==> config.mk <==
export PLATFORM = sky130hd
export DESIGN_NAME = mem_arbiter_flat
export DESIGN_NICKNAME = d
export VERILOG_FILES = /design/src/rtl/mem_arbiter_if.sv /design/src/rtl/mem_arbiter.sv /design/src/flat_wrapper.sv
export SDC_FILE = /design/constraint.sdc
export NUM_CORES = 1
export LEC_CHECK = 0
export CORE_AREA = 2 2 104 106
export CTS_CLUSTER_SIZE = 40
export DETAILED_ROUTE_END_ITERATION = 16
export DIE_AREA = 0 0 106 108
export GPL_TIMING_DRIVEN = 0
export SLEW_MARGIN = 20
export SYNTH_ARGS = -nofsm -noshare
export SYNTH_HDL_FRONTEND = slang
export SYNTH_SLANG_ARGS = --single-unit
==> constraint.sdc <==
create_clock -name clk -period 1.17 [get_ports clk]
set_clock_uncertainty 0.1 [all_clocks]
set_input_delay 0.234 -clock clk [delete_from_list [all_inputs] [get_ports clk]]
set_output_delay 0.234 -clock clk [all_outputs]
set_load 0.03 [all_outputs]
==> src/rtl/mem_arbiter_if.sv <==
//------------------------------------------------------------------------------
// mem_arbiter_if : fetch, load/store and memory-port signals of the arbiter
// Rev 1.0
//------------------------------------------------------------------------------
`default_nettype none

interface mem_arbiter_if #(
   parameter int ADDR_W = 32,
   parameter int DATA_W = 32
);
   // fetch requester
   logic              if_req;
   logic [ADDR_W-1:0] if_addr;
   logic              if_gnt;
   logic              if_rvalid;
   logic [DATA_W-1:0] if_rdata;
   // load/store requester
   logic              d_req;
   logic              d_we;
   logic [ADDR_W-1:0] d_addr;
   logic [DATA_W-1:0] d_wdata;
   logic              d_gnt;
   logic              d_rvalid;
   logic [DATA_W-1:0] d_rdata;
   // single-port memory
   logic [ADDR_W-1:0] m_addr;
   logic              m_we;
   logic [DATA_W-1:0] m_wdata;
   logic [DATA_W-1:0] m_rdata;

   modport slave (
      input  if_req, if_addr,
      output if_gnt, if_rvalid, if_rdata,
      input  d_req, d_we, d_addr, d_wdata,
      output d_gnt, d_rvalid, d_rdata,
      output m_addr, m_we, m_wdata,
      input  m_rdata
   );

   modport master (
      output if_req, if_addr,
      input  if_gnt, if_rvalid, if_rdata,
      output d_req, d_we, d_addr, d_wdata,
      input  d_gnt, d_rvalid, d_rdata,
      input  m_addr, m_we, m_wdata,
      output m_rdata
   );
endinterface

`default_nettype wire

==> src/rtl/mem_arbiter.sv <==
//------------------------------------------------------------------------------
// mem_arbiter : shares one single-port memory between fetch and load/store.
// Optional fetch anti-starvation counter built when MEM_ARB_FAIR_EN is defined.
// Rev 1.0
//------------------------------------------------------------------------------
`default_nettype none

module mem_arbiter #(
   parameter int ADDR_W     = 32,
   parameter int DATA_W     = 32,
   parameter int STARVE_MAX = 4
) (
   input  wire logic     clk,
   input  wire logic     rst,
   mem_arbiter_if.slave  bus_io
);

   typedef enum logic [1:0] {
      OWN_NONE = 2'd0,
      OWN_IF   = 2'd1,
      OWN_D    = 2'd2
   } own_e;

   own_e              own_q, own_d;
   logic              fetch_win;
   logic              starved;
   logic              if_gnt;
   logic              d_gnt;
   logic [ADDR_W-1:0] m_addr;
   logic              m_we;
   logic [DATA_W-1:0] m_wdata;
   logic              if_rvalid;
   logic              d_rvalid;

   if (STARVE_MAX < 1 || STARVE_MAX > 15) begin : g_bad_starve_max
      $error("mem_arbiter: STARVE_MAX must lie in 1..15");
   end

`ifdef MEM_ARB_FAIR_EN
   localparam logic [3:0] c_STARVE_MAX = 4'(STARVE_MAX);

   logic [3:0] starve_q, starve_d;

   // Counts contentions fetch has lost; a full count hands fetch the next one.
   always_comb begin
      starve_d = starve_q;
      if (!bus_io.if_req || if_gnt) begin
         starve_d = 4'd0;
      end else if (d_gnt && (starve_q != c_STARVE_MAX)) begin
         starve_d = starve_q + 4'd1;
      end
   end

   always_ff @(posedge clk) begin
      if (rst) begin
         starve_q <= 4'd0;
      end else begin
         starve_q <= starve_d;
      end
   end

   assign starved = (starve_q == c_STARVE_MAX);
`else
   assign starved = 1'b0;
`endif

   always_comb begin
      fetch_win = bus_io.if_req && (!bus_io.d_req || starved);
      if_gnt    = !rst && fetch_win;
      d_gnt     = !rst && bus_io.d_req && !fetch_win;

      m_addr  = '0;
      m_we    = 1'b0;
      m_wdata = '0;
      own_d   = OWN_NONE;

      if (if_gnt) begin
         m_addr = bus_io.if_addr;
         own_d  = OWN_IF;
      end else if (d_gnt) begin
         m_addr  = bus_io.d_addr;
         m_we    = bus_io.d_we;
         m_wdata = bus_io.d_wdata;
         if (!bus_io.d_we) begin
            own_d = OWN_D;
         end
      end
   end

   always_ff @(posedge clk) begin
      if (rst) begin
         own_q <= OWN_NONE;
      end else begin
         own_q <= own_d;
      end
   end

   // Responses are masked during reset so an in-flight read is dropped cleanly.
   assign if_rvalid = !rst && (own_q == OWN_IF);
   assign d_rvalid  = !rst && (own_q == OWN_D);

   assign bus_io.if_gnt    = if_gnt;
   assign bus_io.d_gnt     = d_gnt;
   assign bus_io.m_addr    = m_addr;
   assign bus_io.m_we      = m_we;
   assign bus_io.m_wdata   = m_wdata;
   assign bus_io.if_rvalid = if_rvalid;
   assign bus_io.d_rvalid  = d_rvalid;
   assign bus_io.if_rdata  = if_rvalid ? bus_io.m_rdata : '0;
   assign bus_io.d_rdata   = d_rvalid  ? bus_io.m_rdata : '0;

   a_one_grant : assert property (@(posedge clk) !(if_gnt && d_gnt));
   a_one_rvalid : assert property (@(posedge clk) !(if_rvalid && d_rvalid));

endmodule

`default_nettype wire

==> src/flat_wrapper.sv <==
// flat-port wrapper written by rule: the top's interface ports become plain ports
module mem_arbiter_flat 
#(
   parameter int ADDR_W     = 32,
   parameter int DATA_W     = 32,
   parameter int STARVE_MAX = 4
)
  (clk, rst, bus_io_if_req, bus_io_if_addr, bus_io_if_gnt, bus_io_if_rvalid, bus_io_if_rdata, bus_io_d_req, bus_io_d_we, bus_io_d_addr, bus_io_d_wdata, bus_io_d_gnt, bus_io_d_rvalid, bus_io_d_rdata, bus_io_m_addr, bus_io_m_we, bus_io_m_wdata, bus_io_m_rdata);
  mem_arbiter_if #(.ADDR_W(ADDR_W), .DATA_W(DATA_W)) bus_io_i ();
  input  wire logic clk;
  input  wire logic rst;
  input wire logic [$bits(bus_io_i.if_req)-1:0] bus_io_if_req;
  input wire logic [$bits(bus_io_i.if_addr)-1:0] bus_io_if_addr;
  output wire logic [$bits(bus_io_i.if_gnt)-1:0] bus_io_if_gnt;
  output wire logic [$bits(bus_io_i.if_rvalid)-1:0] bus_io_if_rvalid;
  output wire logic [$bits(bus_io_i.if_rdata)-1:0] bus_io_if_rdata;
  input wire logic [$bits(bus_io_i.d_req)-1:0] bus_io_d_req;
  input wire logic [$bits(bus_io_i.d_we)-1:0] bus_io_d_we;
  input wire logic [$bits(bus_io_i.d_addr)-1:0] bus_io_d_addr;
  input wire logic [$bits(bus_io_i.d_wdata)-1:0] bus_io_d_wdata;
  output wire logic [$bits(bus_io_i.d_gnt)-1:0] bus_io_d_gnt;
  output wire logic [$bits(bus_io_i.d_rvalid)-1:0] bus_io_d_rvalid;
  output wire logic [$bits(bus_io_i.d_rdata)-1:0] bus_io_d_rdata;
  output wire logic [$bits(bus_io_i.m_addr)-1:0] bus_io_m_addr;
  output wire logic [$bits(bus_io_i.m_we)-1:0] bus_io_m_we;
  output wire logic [$bits(bus_io_i.m_wdata)-1:0] bus_io_m_wdata;
  input wire logic [$bits(bus_io_i.m_rdata)-1:0] bus_io_m_rdata;
  assign bus_io_i.if_req = bus_io_if_req;
  assign bus_io_i.if_addr = bus_io_if_addr;
  assign bus_io_if_gnt = bus_io_i.if_gnt;
  assign bus_io_if_rvalid = bus_io_i.if_rvalid;
  assign bus_io_if_rdata = bus_io_i.if_rdata;
  assign bus_io_i.d_req = bus_io_d_req;
  assign bus_io_i.d_we = bus_io_d_we;
  assign bus_io_i.d_addr = bus_io_d_addr;
  assign bus_io_i.d_wdata = bus_io_d_wdata;
  assign bus_io_d_gnt = bus_io_i.d_gnt;
  assign bus_io_d_rvalid = bus_io_i.d_rvalid;
  assign bus_io_d_rdata = bus_io_i.d_rdata;
  assign bus_io_m_addr = bus_io_i.m_addr;
  assign bus_io_m_we = bus_io_i.m_we;
  assign bus_io_m_wdata = bus_io_i.m_wdata;
  assign bus_io_i.m_rdata = bus_io_m_rdata;
  mem_arbiter #(.ADDR_W(ADDR_W), .DATA_W(DATA_W), .STARVE_MAX(STARVE_MAX)) u_core (.clk(clk), .rst(rst), .bus_io(bus_io_i));
endmodule
==> impl_metrics.toml <==
[clocking]
htreeDepth = 1
cts_tree = "built"
cts_buffers = 3
clockRootBuffer = "clkbuf_8"
clock-sinks = 2
clockBufferDepth = 2
cts_hold_buf = 0
path_clk_slew_ps = 30

[outcome]
status = "finished with violations"
violations = "setup timing"

[detailed_routing]
viasPerCell = 4.15
wirelength_microns = 8580
drt_first_pass_iters = 4
drcViolationCount = 0
ant_nets = 0
vias = 2446
first_iter_violations = 34
wire_per_inst_microns = 14.6

[pwr]
powerDensity_nw_per_um2 = 399
irDropWorstVdd_mv = 0.178
power_mw = 1.98
p_leak_nw = 2.39

[final_layout]
fin_util_pct = 48.4
nets = 588
largest_reg_flops = 2
areaGrowthSynthToFinish_pct = 341
final_cell_area_sq_um = 4950
instances_no_fill = 589
largest-register = "u_core.own_q"
layout-drive-gt1-share_pct = 71.1
antenna_cells = 0
biggestRegsByFlops = "u_core.own_q (2)"

[logic_synthesis]
syn_area_sq_um = 1120
ys.flop_type = "dfxtp_1"
yosysSeqAreaShare_pct = 3.56
yosys.cell_types.count = 11
ys_async_sr_fraction_pct = 0
netlist_top_cells_area = "and2_1 55%, a32o_1 29%, buf_2 3.6%"
synth-seq-cells = 2
yosysMostFrequentCell = "and2_1"
synth_compound_area_share_pct = 28.5
synth-adder-area-share_pct = 0
syn_nets = 291
yosys.area.top_type = "and2_1"
syn_inst = 158
yosys_warnings = 0
avgSynthCellArea_sq_um = 7.11
synth_xor_area_share_pct = 0
synth_top_family_by_area = "simple AND/OR/NAND/NOR gates"
synthTopCellsByCount = "99 x and2_1, 32 x a32o_1, 8 x buf_2"
yosysTopAreaCellShare_pct = 55.1
synth_edf_count = 0
synthMuxAreaShare_pct = 0
synth-simple-area-share_pct = 59.2

[grt]
grt_pass1_vias = 2613
grt_pass1_wl_microns = 13000
antenna_found_initial = 0
grt.overflow.total = 0
grt_max_degree = 11
grt.total_usage_pct = 13.9

[worst_setup_path]
max_stage_delay_ps = 340
worst_path_most_repeated_cell = "buf_6"
worstPathArrival_ps = 1320
path_cells = "nor3b_4 -> buf_6 -> buf_8 -> and2_4 -> buf_6"
cp_slowest_cell = "dfxtp_2"
cp_max_fo = 5
required_ps = 840
path_class = "reg2out"
cp-start-kind = "flip-flop"
cp-end-kind = "output port"

[sta]
tns_ps = -49240
max_slew_margin_pct = 84.4
fin_crit_sh_pct = 141
tightest_slew_ps = 233
period_needed_ps = 1650
hold_viol = 0
grt_setup_unrepaired = "yes"
whs_ps = 393
fmax_mhz = 606
setup_viol = 133
drv_slew = 0
timing.final.ws_setup_ps = -480

[floorplan]
start_util_pct = 11.0
die_h_microns = 108
fp-row-count = 37
die_x_microns = 106
fp.dieArea_sq_um = 11400
coreArea_sq_um = 10200
io_pins = 266

[place]
dp.cells = 558
portBuffers = 264
placed_cell_area_sq_um = 4330
place_ws_ps = -1550
place.detailed.hpwl_microns = 6790
gp_congestion = 0.727

[min_path]
holdCritPathClass = "in2reg"

[flow_run]
drv_cap = 0
[path summary, 6_finish.rpt]
check | startpoint | endpoint | slack (ps) | cells past startpoint
max | u_core.own_q[0] | bus_io_if_rdata[17] | -480 | 5
min | bus_io_d_req | u_core.own_q[0] | 390 | 4
[routing by layer]
| layer | part of all wire, % | GRT usage [%] |
|---|---|---|
| met5 | 0 | 0 |
| met3 | 11 | 3.80 |
| met4 | 1.7 | 3.76 |
| met2 | 54 | 28.1 |
| met1 | 33 | 14.0 |
[report_power, final]
part	switching, mW	total [mW]	internal [mW]
registers	0.00274	0.0750	0.0722
logic	0.658	1.64	0.978
clock network	0.0475	0.264	0.217
[area by class of cell]
class	instances	area, sq um
Fill cell	972	5280
Timing Repair Buffer	298	3240
Multi-Input combinational cell	136	1290
Tap cell	136	170
Buffer	14	169
Sequential cell	2	42.5
Clock buffer	3	41.3
[worst max-delay path, delay by kind of cell, from the launching register on]
kind / cells / cell delay (ps)
buffers and inverters: 3 / 380
flip-flops: 1 / 340
AND/OR/NAND/NOR: 2 / 390
[what timing repair did]
item	CTS	global route
resized for setup	1003	21
setup buffers	23	8
hold endpoints to repair	0	0
pin swaps	15	11
setup endpoints to repair	135	134
cloned	10	1
[logic make-up (layout without fill, tap and decap cells)]
| logic type | count (synthesis) | in the layout |
|---|---|---|
| DFF | 2 | 2 |
| and+or+nand+nor | 104 | 104 |
| AOI/OAI and AO/OA | 32 | 32 |
| buffers and inverters | 20 | 315 |
[layout by cell type, fill, tap and decap left out, drive strengths merged]
cell type	synthesis	routed
clkbuf	11	8
a32o	32	32
buf	9	178
clkdlybuf4s50	0	126
nor2	1	1
nor2b	2	2
and2	99	99
nor3b	2	2
dlygate4sd2	0	3
dfxtp	2	2
Power figures use the tool's default switching activity.
==> patch (config.mk and constraints unchanged) <==
Re-encode `own_e` (3 values) as one-hot, 3 bits wide.
--- a/src/rtl/mem_arbiter.sv
+++ b/src/rtl/mem_arbiter.sv
@@ -16,8 +16,8 @@
 );
 
-   typedef enum logic [1:0] {
-      OWN_NONE = 2'd0,
-      OWN_IF   = 2'd1,
-      OWN_D    = 2'd2
+   typedef enum logic [2:0] {
+      OWN_NONE = 3'b001,
+      OWN_IF   = 3'b010,
+      OWN_D    = 3'b100
    } own_e;
 
Formal check against the unedited RTL: no difference found for any inputs over 10 cycles, from zero or initial values and one cycle with rst high; not proved beyond that.
==> patch against the unedited design <==
  * Die area stayed put
  * Final area is 5.1% lower
  * Combinational power is 17% lower
  * Largest power group unchanged
  * Setup slack worse by 83 ps
  * Area after synthesis is 6.0% higher
  * Power is 10% lower
  * The run still ends with negative setup slack left
  * Critical path type unchanged
  * Sequential cell count is 1 higher
  * Cell count is 1.9% lower
  * Utilization is 2.5 points lower
  * Via count is 4.5% lower
  * Routed wire length is 2.0% lower
==> patch: results (changes against the unedited design) <==
[drt]
vias = 2337  ; -4.5%
initialDrtViolationCount = 54  ; +59%
dr_wl_met3_um = 851  ; -9.8%
wl_met2_um = 4630  ; -0.69%
met1_length_um = 2880  ; +1.8%
routed_wl_um = 8410  ; -2.0%

[place]
place_ws_ps = -1730  ; -182 ps
place_congestion = 0.759  ; +4.4%

[worst_setup_path]
crit_start = u_core.own_q[0]
endpoint = bus_io_if_rdata[30]
cp_max_fo = 10  ; +5
crit_arrival_ps = 1400  ; +80 ps

[pwr]
peakVddDrop_uv = 233  ; +31%
leakage_nw = 2.23  ; -6.7%

[min_path]
min_to = u_core.own_q[1]
hp-start = rst

[synthesis]
avgSynthCellArea_sq_um = 7.35  ; +3.4%
ys_seq_area_frac = 0.0504  ; +0.0148
async_reset_ff_frac = 0  ; unchanged
syn_nets = 295  ; +1.4%
ys.flop_type = dfxtp_1

[sta]
setup_viol = 132  ; -0.75%
tns_ps = -54080  ; -4840 ps
layout_setup_ws_ps = -562  ; -82.6 ps
hold_ws_ps = 126  ; -267 ps
max_slew_margin = 0.840  ; -0.00439

[outcome]
status = finished, violations left
violations = negative setup slack

[clock_tree]
cts_max_path_buffers = 2  ; unchanged

[final_layout]
reg_top3 = u_core.own_q x3
drive_gt1_frac = 0.692  ; -0.0185
fin_cells = 578  ; -1.9%

[grt]
met3_usage = 0.0446  ; +0.00663
gr-usage-all-layers = 0.134  ; -0.00518
grt_pass1_vias = 2436  ; -6.8%
gr-usage-met2 = 0.266  ; -0.0147
use_met1 = 0.139  ; -0.000672
grt_pass1_wl_um = 12500  ; -3.6%

-- patch: cell type report --
type | instances | area, sq um
buffer | 20 | 239
multi-input combinational | 139 | 1240
tap | 136 | 170
sequential | 3 | 62.6
fill | 999 | 5530
timing repair buffer | 276 | 2950
clock buffer | 4 | 45.0
-- patch: what timing repair did --
item,in CTS,in global routing
pin swaps,14,8
setup buffers,3,1
gates resized for setup,878,68
endpoints found under the setup margin,134,133
hold buffers,0,0
gates cloned,6,3
-- patch: kinds of logic (layout without fill, tap and decap cells) --
logic type	count (synthesis)	after routing	share of synthesized area
simple gates	106	106	0.580
compound gates	33	33	0.275
buf+inv	20	300	0.0945
flops	3	3	0.0504
-- patch: critical path: stages (launching register included) --
cell     delay [ps]
dfxtp_2         330
nor4b_4         270
buf_6           180
buf_8           130
and2_2          150
buf_6           120
-- patch: power by group --
group,internal [mW],switching [mW],leakage (nW)
Clock,0.232,0.0654,0.0228
Sequential,0.109,0.00606,0.0249
Combinational,0.816,0.540,2.18
